`src/rtl/dtree_walk_ctrl_if.sv`:
```
// Sample, result and node-table config signals of the decision-tree walker.
interface dtree_walk_ctrl_if #(
  parameter int NFEAT = 5,
  parameter int FW    = 8,
  parameter int AW    = 6,
  parameter int CW    = 6
);
  logic                  in_valid;
  logic                  in_ready;
  logic [NFEAT*FW-1:0]   in_feat;
  logic                  out_valid;
  logic                  out_ready;
  logic [CW-1:0]         out_class;
  logic [5:0]            out_depth;
  logic                  out_err;
  logic                  cfg_we;
  logic [AW-1:0]         cfg_addr;
  logic [26:0]           cfg_data;
  logic                  busy;

  modport master (
    output in_valid, in_feat, out_ready, cfg_we, cfg_addr, cfg_data,
    input  in_ready, out_valid, out_class, out_depth, out_err, busy
  );

  modport slave (
    input  in_valid, in_feat, out_ready, cfg_we, cfg_addr, cfg_data,
    output in_ready, out_valid, out_class, out_depth, out_err, busy
  );
endinterface

```
`src/rtl/dtree_walk_ctrl.sv`:
```
// Sequential decision-tree evaluator: one shared comparator walks a
// programmable node table, one node per FETCH/EVAL pair.
//
// state | meaning
// IDLE  | waiting for a sample; node table writable
// FETCH | reading node[addr] into the node register
// EVAL  | compare / leaf / abort decision on the fetched node
// DONE  | result presented, waiting for out_ready
module dtree_walk_ctrl #(
  parameter int NFEAT     = 5,
  parameter int FW        = 8,
  parameter int AW        = 6,
  parameter int CW        = 6,
  parameter int MAX_DEPTH = 32
) (
  input  logic                clk,
  input  logic                rst,
  dtree_walk_ctrl_if.slave    bus
);

  localparam logic [1:0] S_IDLE  = 2'd0;
  localparam logic [1:0] S_FETCH = 2'd1;
  localparam logic [1:0] S_EVAL  = 2'd2;
  localparam logic [1:0] S_DONE  = 2'd3;

  localparam logic [3:0] NF_LIM  = 4'(NFEAT);
  localparam logic [5:0] D_LIM   = 6'(MAX_DEPTH);

  logic [1:0]          state;
  logic [NFEAT*FW-1:0] feat_q;
  logic [AW-1:0]       addr;
  logic [5:0]          depth;
  logic [26:0]         node_q;
  logic [CW-1:0]       class_q;
  logic [5:0]          depth_q;
  logic                err_q;

  logic [26:0]         tbl [2**AW];

  logic                n_leaf;
  logic [2:0]          n_fsel;
  logic [2:0]          n_nb;
  logic [7:0]          n_thr;
  logic [AW-1:0]       n_left;
  logic [AW-1:0]       n_right;

  logic [FW-1:0]       feat_arr [8];
  logic [7:0]          sel_val;
  logic [7:0]          cmp_val;
  logic [2:0]          shamt;
  logic [AW-1:0]       child;
  logic                bad_sel;

  assign n_leaf  = node_q[26];
  assign n_fsel  = node_q[25:23];
  assign n_nb    = node_q[22:20];
  assign n_thr   = node_q[19:12];
  assign n_left  = node_q[11:6];
  assign n_right = node_q[5:0];

  // Unpack features into an 8-entry array; selects past NFEAT read zero
  // but are rejected as errors before the comparison result is used.
  always_comb begin
    for (int i = 0; i < 8; i++) feat_arr[i] = '0;
    for (int i = 0; i < NFEAT; i++) feat_arr[i] = feat_q[i*FW +: FW];
  end

  // Shared comparator: top (nb+1) bits of the feature against the threshold.
  always_comb begin
    sel_val = feat_arr[n_fsel];
    shamt   = 3'd7 - n_nb;
    cmp_val = sel_val >> shamt;
    child   = (cmp_val <= n_thr) ? n_left : n_right;
    bad_sel = ({1'b0, n_fsel} >= NF_LIM);
  end

  // Node table: writes only land while idle; contents survive reset.
  always_ff @(posedge clk) begin
    if (bus.cfg_we && state == S_IDLE) tbl[bus.cfg_addr] <= bus.cfg_data;
  end

  // Walk FSM and result registers.
  always_ff @(posedge clk) begin
    if (rst) begin
      state   <= S_IDLE;
      feat_q  <= '0;
      addr    <= '0;
      depth   <= '0;
      node_q  <= '0;
      class_q <= '0;
      depth_q <= '0;
      err_q   <= 1'b0;
    end else begin
      case (state)
        S_IDLE: begin
          if (bus.in_valid) begin
            feat_q <= bus.in_feat;
            addr   <= '0;
            depth  <= '0;
            state  <= S_FETCH;
          end
        end
        S_FETCH: begin
          node_q <= tbl[addr];
          state  <= S_EVAL;
        end
        S_EVAL: begin
          if (n_leaf) begin
            class_q <= n_thr[CW-1:0];
            err_q   <= 1'b0;
            depth_q <= depth;
            state   <= S_DONE;
          end else if (bad_sel || depth == D_LIM) begin
            class_q <= '0;
            err_q   <= 1'b1;
            depth_q <= depth;
            state   <= S_DONE;
          end else begin
            addr  <= child;
            depth <= depth + 6'd1;
            state <= S_FETCH;
          end
        end
        S_DONE: begin
          if (bus.out_ready) state <= S_IDLE;
        end
        default: state <= S_IDLE;
      endcase
    end
  end

  assign bus.in_ready  = (state == S_IDLE) && !rst;
  assign bus.out_valid = (state == S_DONE);
  assign bus.busy      = (state != S_IDLE);
  assign bus.out_class = class_q;
  assign bus.out_depth = depth_q;
  assign bus.out_err   = err_q;

endmodule

```
`src/flat_wrapper.sv`:
```
// flat-port wrapper written by rule: the top's interface ports become plain ports
module dtree_walk_ctrl_flat 
#(
  parameter int NFEAT     = 5,
  parameter int FW        = 8,
  parameter int AW        = 6,
  parameter int CW        = 6,
  parameter int MAX_DEPTH = 32
)
  (clk, rst, bus_in_valid, bus_in_feat, bus_out_ready, bus_cfg_we, bus_cfg_addr, bus_cfg_data, bus_in_ready, bus_out_valid, bus_out_class, bus_out_depth, bus_out_err, bus_busy);
  dtree_walk_ctrl_if #(.NFEAT(NFEAT), .FW(FW), .AW(AW), .CW(CW)) bus_i ();
  input  logic clk;
  input  logic rst;
  input wire logic [$bits(bus_i.in_valid)-1:0] bus_in_valid;
  input wire logic [$bits(bus_i.in_feat)-1:0] bus_in_feat;
  input wire logic [$bits(bus_i.out_ready)-1:0] bus_out_ready;
  input wire logic [$bits(bus_i.cfg_we)-1:0] bus_cfg_we;
  input wire logic [$bits(bus_i.cfg_addr)-1:0] bus_cfg_addr;
  input wire logic [$bits(bus_i.cfg_data)-1:0] bus_cfg_data;
  output wire logic [$bits(bus_i.in_ready)-1:0] bus_in_ready;
  output wire logic [$bits(bus_i.out_valid)-1:0] bus_out_valid;
  output wire logic [$bits(bus_i.out_class)-1:0] bus_out_class;
  output wire logic [$bits(bus_i.out_depth)-1:0] bus_out_depth;
  output wire logic [$bits(bus_i.out_err)-1:0] bus_out_err;
  output wire logic [$bits(bus_i.busy)-1:0] bus_busy;
  assign bus_i.in_valid = bus_in_valid;
  assign bus_i.in_feat = bus_in_feat;
  assign bus_i.out_ready = bus_out_ready;
  assign bus_i.cfg_we = bus_cfg_we;
  assign bus_i.cfg_addr = bus_cfg_addr;
  assign bus_i.cfg_data = bus_cfg_data;
  assign bus_in_ready = bus_i.in_ready;
  assign bus_out_valid = bus_i.out_valid;
  assign bus_out_class = bus_i.out_class;
  assign bus_out_depth = bus_i.out_depth;
  assign bus_out_err = bus_i.out_err;
  assign bus_busy = bus_i.busy;
  dtree_walk_ctrl #(.NFEAT(NFEAT), .FW(FW), .AW(AW), .CW(CW), .MAX_DEPTH(MAX_DEPTH)) u_core (.clk(clk), .rst(rst), .bus(bus_i));
endmodule
```
`config.mk`:
```
export PLATFORM = sky130hd
export DESIGN_NAME = dtree_walk_ctrl_flat
export DESIGN_NICKNAME = d
export VERILOG_FILES = /design/src/rtl/dtree_walk_ctrl_if.sv /design/src/rtl/dtree_walk_ctrl.sv /design/src/flat_wrapper.sv
export SDC_FILE = /design/constraint.sdc
export NUM_CORES = 2
export LEC_CHECK = 0
export ABC_AREA = 1
export CORE_ASPECT_RATIO = 1.25
export CORE_MARGIN = 2
export CORE_UTILIZATION = 30
export CTS_CLUSTER_SIZE = 8
export DETAILED_ROUTE_END_ITERATION = 6
export RECOVER_POWER = 100
export SLEW_MARGIN = 20
export SYNTH_ARGS = -nofsm -noshare
export SYNTH_HDL_FRONTEND = slang
export SYNTH_SLANG_ARGS = --single-unit
```
`constraint.sdc`:
```
create_clock -name clk -period 6.69 [get_ports clk]
set_input_delay 1.0035 -clock clk [delete_from_list [all_inputs] [get_ports clk]]
set_output_delay 1.0035 -clock clk [all_outputs]
set_load 0.05 [all_outputs]
```
==> flow_metrics.py <==
metrics = {
    "grt": {
        "grt_max_degree": 166,
        "grt_pass1_vias": 47400,
        "grt.total_usage_pct": 16.4,
        "overflow": 0,
        "antenna_found_initial": 10,
        "grt_first_pass_wirelength_um": 310000,
    },
    "run": {
        "drv_cap": 89,
    },
    "die": {
        "ios": 94,
        "core-area_um2": 244000,
        "dieArea_um2": 249000,
        "start_util_pct": 30.1,
        "die_h_um": 558,
        "die_w_um": 447,
        "rows": 203,
    },
    "drt": {
        "drc": 0,
        "routed_wl_um": 210000,
        "drt-initial-drc-count": 5312,
        "routed_via_density": 5.00,
        "routedWlPerCell_um": 21.5,
        "vias": 48900,
        "drt_first_pass_iters": 7,
        "ant_nets": 0,
    },
    "clock_network": {
        "clock_path_buffers": 4,
        "cts_tree": "built",
        "cts_root_buf": "clkbuf_16",
        "post_cts_buffers": 0,
        "clk_latency_ps": 800,
        "holdBufCountCts": 0,
        "cts_made_buffers": 270,
        "post_cts_resized": 0,
        "clk_pin_slew_ps": 50,
        "htree_levels": 5,
        "cts_sinks": 1822,
    },
    "power_and_ir_drop": {
        "seqPwrFrac_pct": 48.6,
        "swShare_pct": 22.3,
        "power_frac_clock_pct": 45.9,
        "internal_power_mw": 20.3,
        "power.total_mw": 26.1,
        "power_frac_comb_pct": 5.5,
        "power.leakage_nw": 29.3,
        "ir_worst_vdd_mv": 0.180,
        "p_sw_mw": 5.81,
        "powerDensity_nw_per_um2": 308,
    },
    "placed_design": {
        "dpl.cell_count": 9452,
        "place.gp.congestion": 0.934,
        "io_buffers": 93,
        "dp_hpwl_um": 115000,
    },
    "sta": {
        "rsz0062_at_grt": "false",
        "fin_skew_ps": 56.5,
        "period_needed_ps": 5000,
        "max_freq_mhz": 200,
        "setup-violations-final": 0,
        "worst_pin_slew_ps": 4530,
        "fin_crit_sh_pct": 74.8,
        "setup_tns_ps": 0,
        "max_slew_margin_pct": -202,
        "hold_viol": 0,
        "finalMaxSlewViolations": 3427,
    },
    "critical_path": {
        "reg2reg_from": "u_core.state[1]",
        "crit_start": "bus_cfg_we",
        "crit_required_ps": 7010,
        "critical_path_class": "in2reg",
        "r2r.worst_path.cells": 6,
        "endpoint_kind": "register",
        "cp_max_fo": 27,
        "r2r_end": "u_core.tbl[34][26]",
        "crit_arrival_ps": 5320,
        "ff2ff_setup_slack_ps": 1930,
        "crit_end": "u_core.tbl[34][26]",
        "cp-start-kind": "input pin",
    },
    "synth": {
        "ys.flop_type": "edfxtp_1",
        "syn_avg_cell_area_um2": 11.6,
        "synth_edf_count": 1728,
        "ys_warn_count": 0,
        "synth.distinct_cells": 24,
        "synth_nets": 6450,
        "syn_area_um2": 73600,
        "async_reset_ff_share_pct": 0,
        "synthCells": 6362,
        "seq_area_frac_synth_pct": 73.0,
        "synth-seq-cells": 1822,
    },
    "outcome": {
        "failed_checks": "capacitance limit, slew limit",
        "status": "complete, but fails checks",
    },
    "finish": {
        "nets": 6532,
        "ff_latch_area_um2": 53800,
        "drive_gt1_share_pct": 6.18,
        "final_cells": 9770,
        "multi_input_area_um2": 17600,
        "area_growth_pct": 15.0,
        "fill_cells": 23900,
    },
    "min_path": {
        "hold_path_class": "reg2reg",
    },
}
## worst max-delay path: stages
cell and delay, ps:
dlygate4sd3_1 520, inv_1 50, nor2_1 620, nand2_1 100
clkbuf_1 480, nor2_1 2510
## metal layers
layer | wire (um) | track usage, %
met5 | 0 | 0
met4 | 10700 | 7.69
met3 | 15400 | 2.39
met2 | 99800 | 27.1
met1 | 84200 | 21.3
## registers in the layout, indices dropped and copies added (netlist names)
signal and count:
u_core.depth 6, u_core.bus.out_class 6, u_core.node_q 27, u_core.bus.out_err 1, u_core.addr 6, u_core.feat_q 40
u_core.state 2, u_core.tbl 1728, u_core.bus.out_depth 6
## cell usage in the layout, fill, tap and decap left out, types with 5 or more instances in the layout
cell,netlist,routed
buf_12,0,11
dfxtp_1,94,89
inv_1,85,85
clkdlybuf4s50_1,0,47
o21ai_0,64,64
clkbuf_16,0,275
clkinv_8,0,9
dlygate4sd3_1,0,19
nand2_1,2074,2074
inv_6,0,9
nor2_1,170,145
nor2_2,1,26
clkinv_1,5,6
buf_4,32,37
a21oi_1,58,58
nand3_1,1643,1643
ha_1,10,10
clkbuf_1,78,97
buf_2,254,18
diode_2,0,5
nand4_1,6,6
edfxtp_1,1728,1728
## cell usage after synthesis (all sizes together), types with 4 or more instances
| master | number | share of area (%) |
|---|---|---|
| nand2 | 2074 | 11 |
| edfxtp | 1728 | 70 |
| nand3 | 1643 | 11 |
| buf | 325 | 2.3 |
| nor2 | 171 | 0.88 |
| dfxtp | 94 | 2.6 |
| inv | 90 | 0.46 |
| clkbuf | 78 | 0.40 |
| o21ai | 64 | 0.44 |
| a21oi | 58 | 0.39 |
| ha | 10 | 0.17 |
| nand4 | 6 | 0.051 |
| clkinv | 5 | 0.025 |
| o211ai | 4 | 0.041 |
## logic make-up (layout without fill, tap and decap cells)
family | Yosys count | in the layout | share of synthesized area [%]
AOI/OAI and AO/OA | 128 | 128 | 0.887
xor gates and xnor gates | 3 | 3 | 0.0357
adders and majority gates | 10 | 10 | 0.170
buffers and inverters | 498 | 621 | 3.13
DFF | 1822 | 1822 | 73.0
other | 0 | 5 | 0
and+or+nand+nor | 3901 | 3901 | 22.7
## cell type report
| class | count | area share, % |
|---|---|---|
| Inverter | 95 | 0.451 |
| Multi-Input combinational cell | 4042 | 20.8 |
| Antenna cell | 5 | 0.0148 |
| Clock buffer | 291 | 8.20 |
| Tap cell | 3280 | 4.85 |
| Clock inverter | 22 | 0.347 |
| Timing Repair Buffer | 213 | 1.83 |
| Sequential cell | 1822 | 63.5 |
## how the worst min path moves through the flow
stage | start | end | slack, ps | cells after the start
floorplan | u_core.feat_q[36] | u_core.feat_q[36] | 420 | 2
global placement | u_core.node_q[15] | u_core.bus.out_class[3] | 470 | 2
detailed placement | u_core.node_q[15] | u_core.bus.out_class[3] | 460 | 2
CTS | bus_cfg_data[5] | u_core.tbl[0][5] | 420 | 1
global route | u_core.bus.out_class[4] | u_core.bus.out_class[4] | 510 | 2
finish | u_core.node_q[15] | u_core.bus.out_class[3] | 470 | 2
## power groups by stage
stage                     logic [mW]  clock network (mW)  registers (mW)
after floorplan                0.753                   0            12.8
after global placement          1.41                   0            12.8
after detailed placement        1.42                   0            12.9
after CTS                       1.43                12.1            12.6
after global routing            1.54                12.6            12.7
final                           1.42                12.0            12.7
## per-stage QoR
stage / instance area [um2] / setup slack, ps / hold slack (ps) / util (%)
4_1_cts: 85200 / 2970 / 424 / 34.9
5_1_grt: 84700 / 1480 / 506 / 34.7
3_5_place_dp: 78000 / 2750 / 463 / 31.9
2_1_floorplan: 73600 / 3430 / 425 / -
6_report: 84700 / 1690 / 470 / 34.7
3_3_place_gp: 78000 / 2780 / 466 / 31.9
No activity file was read; power rests on OpenSTA's default activity.
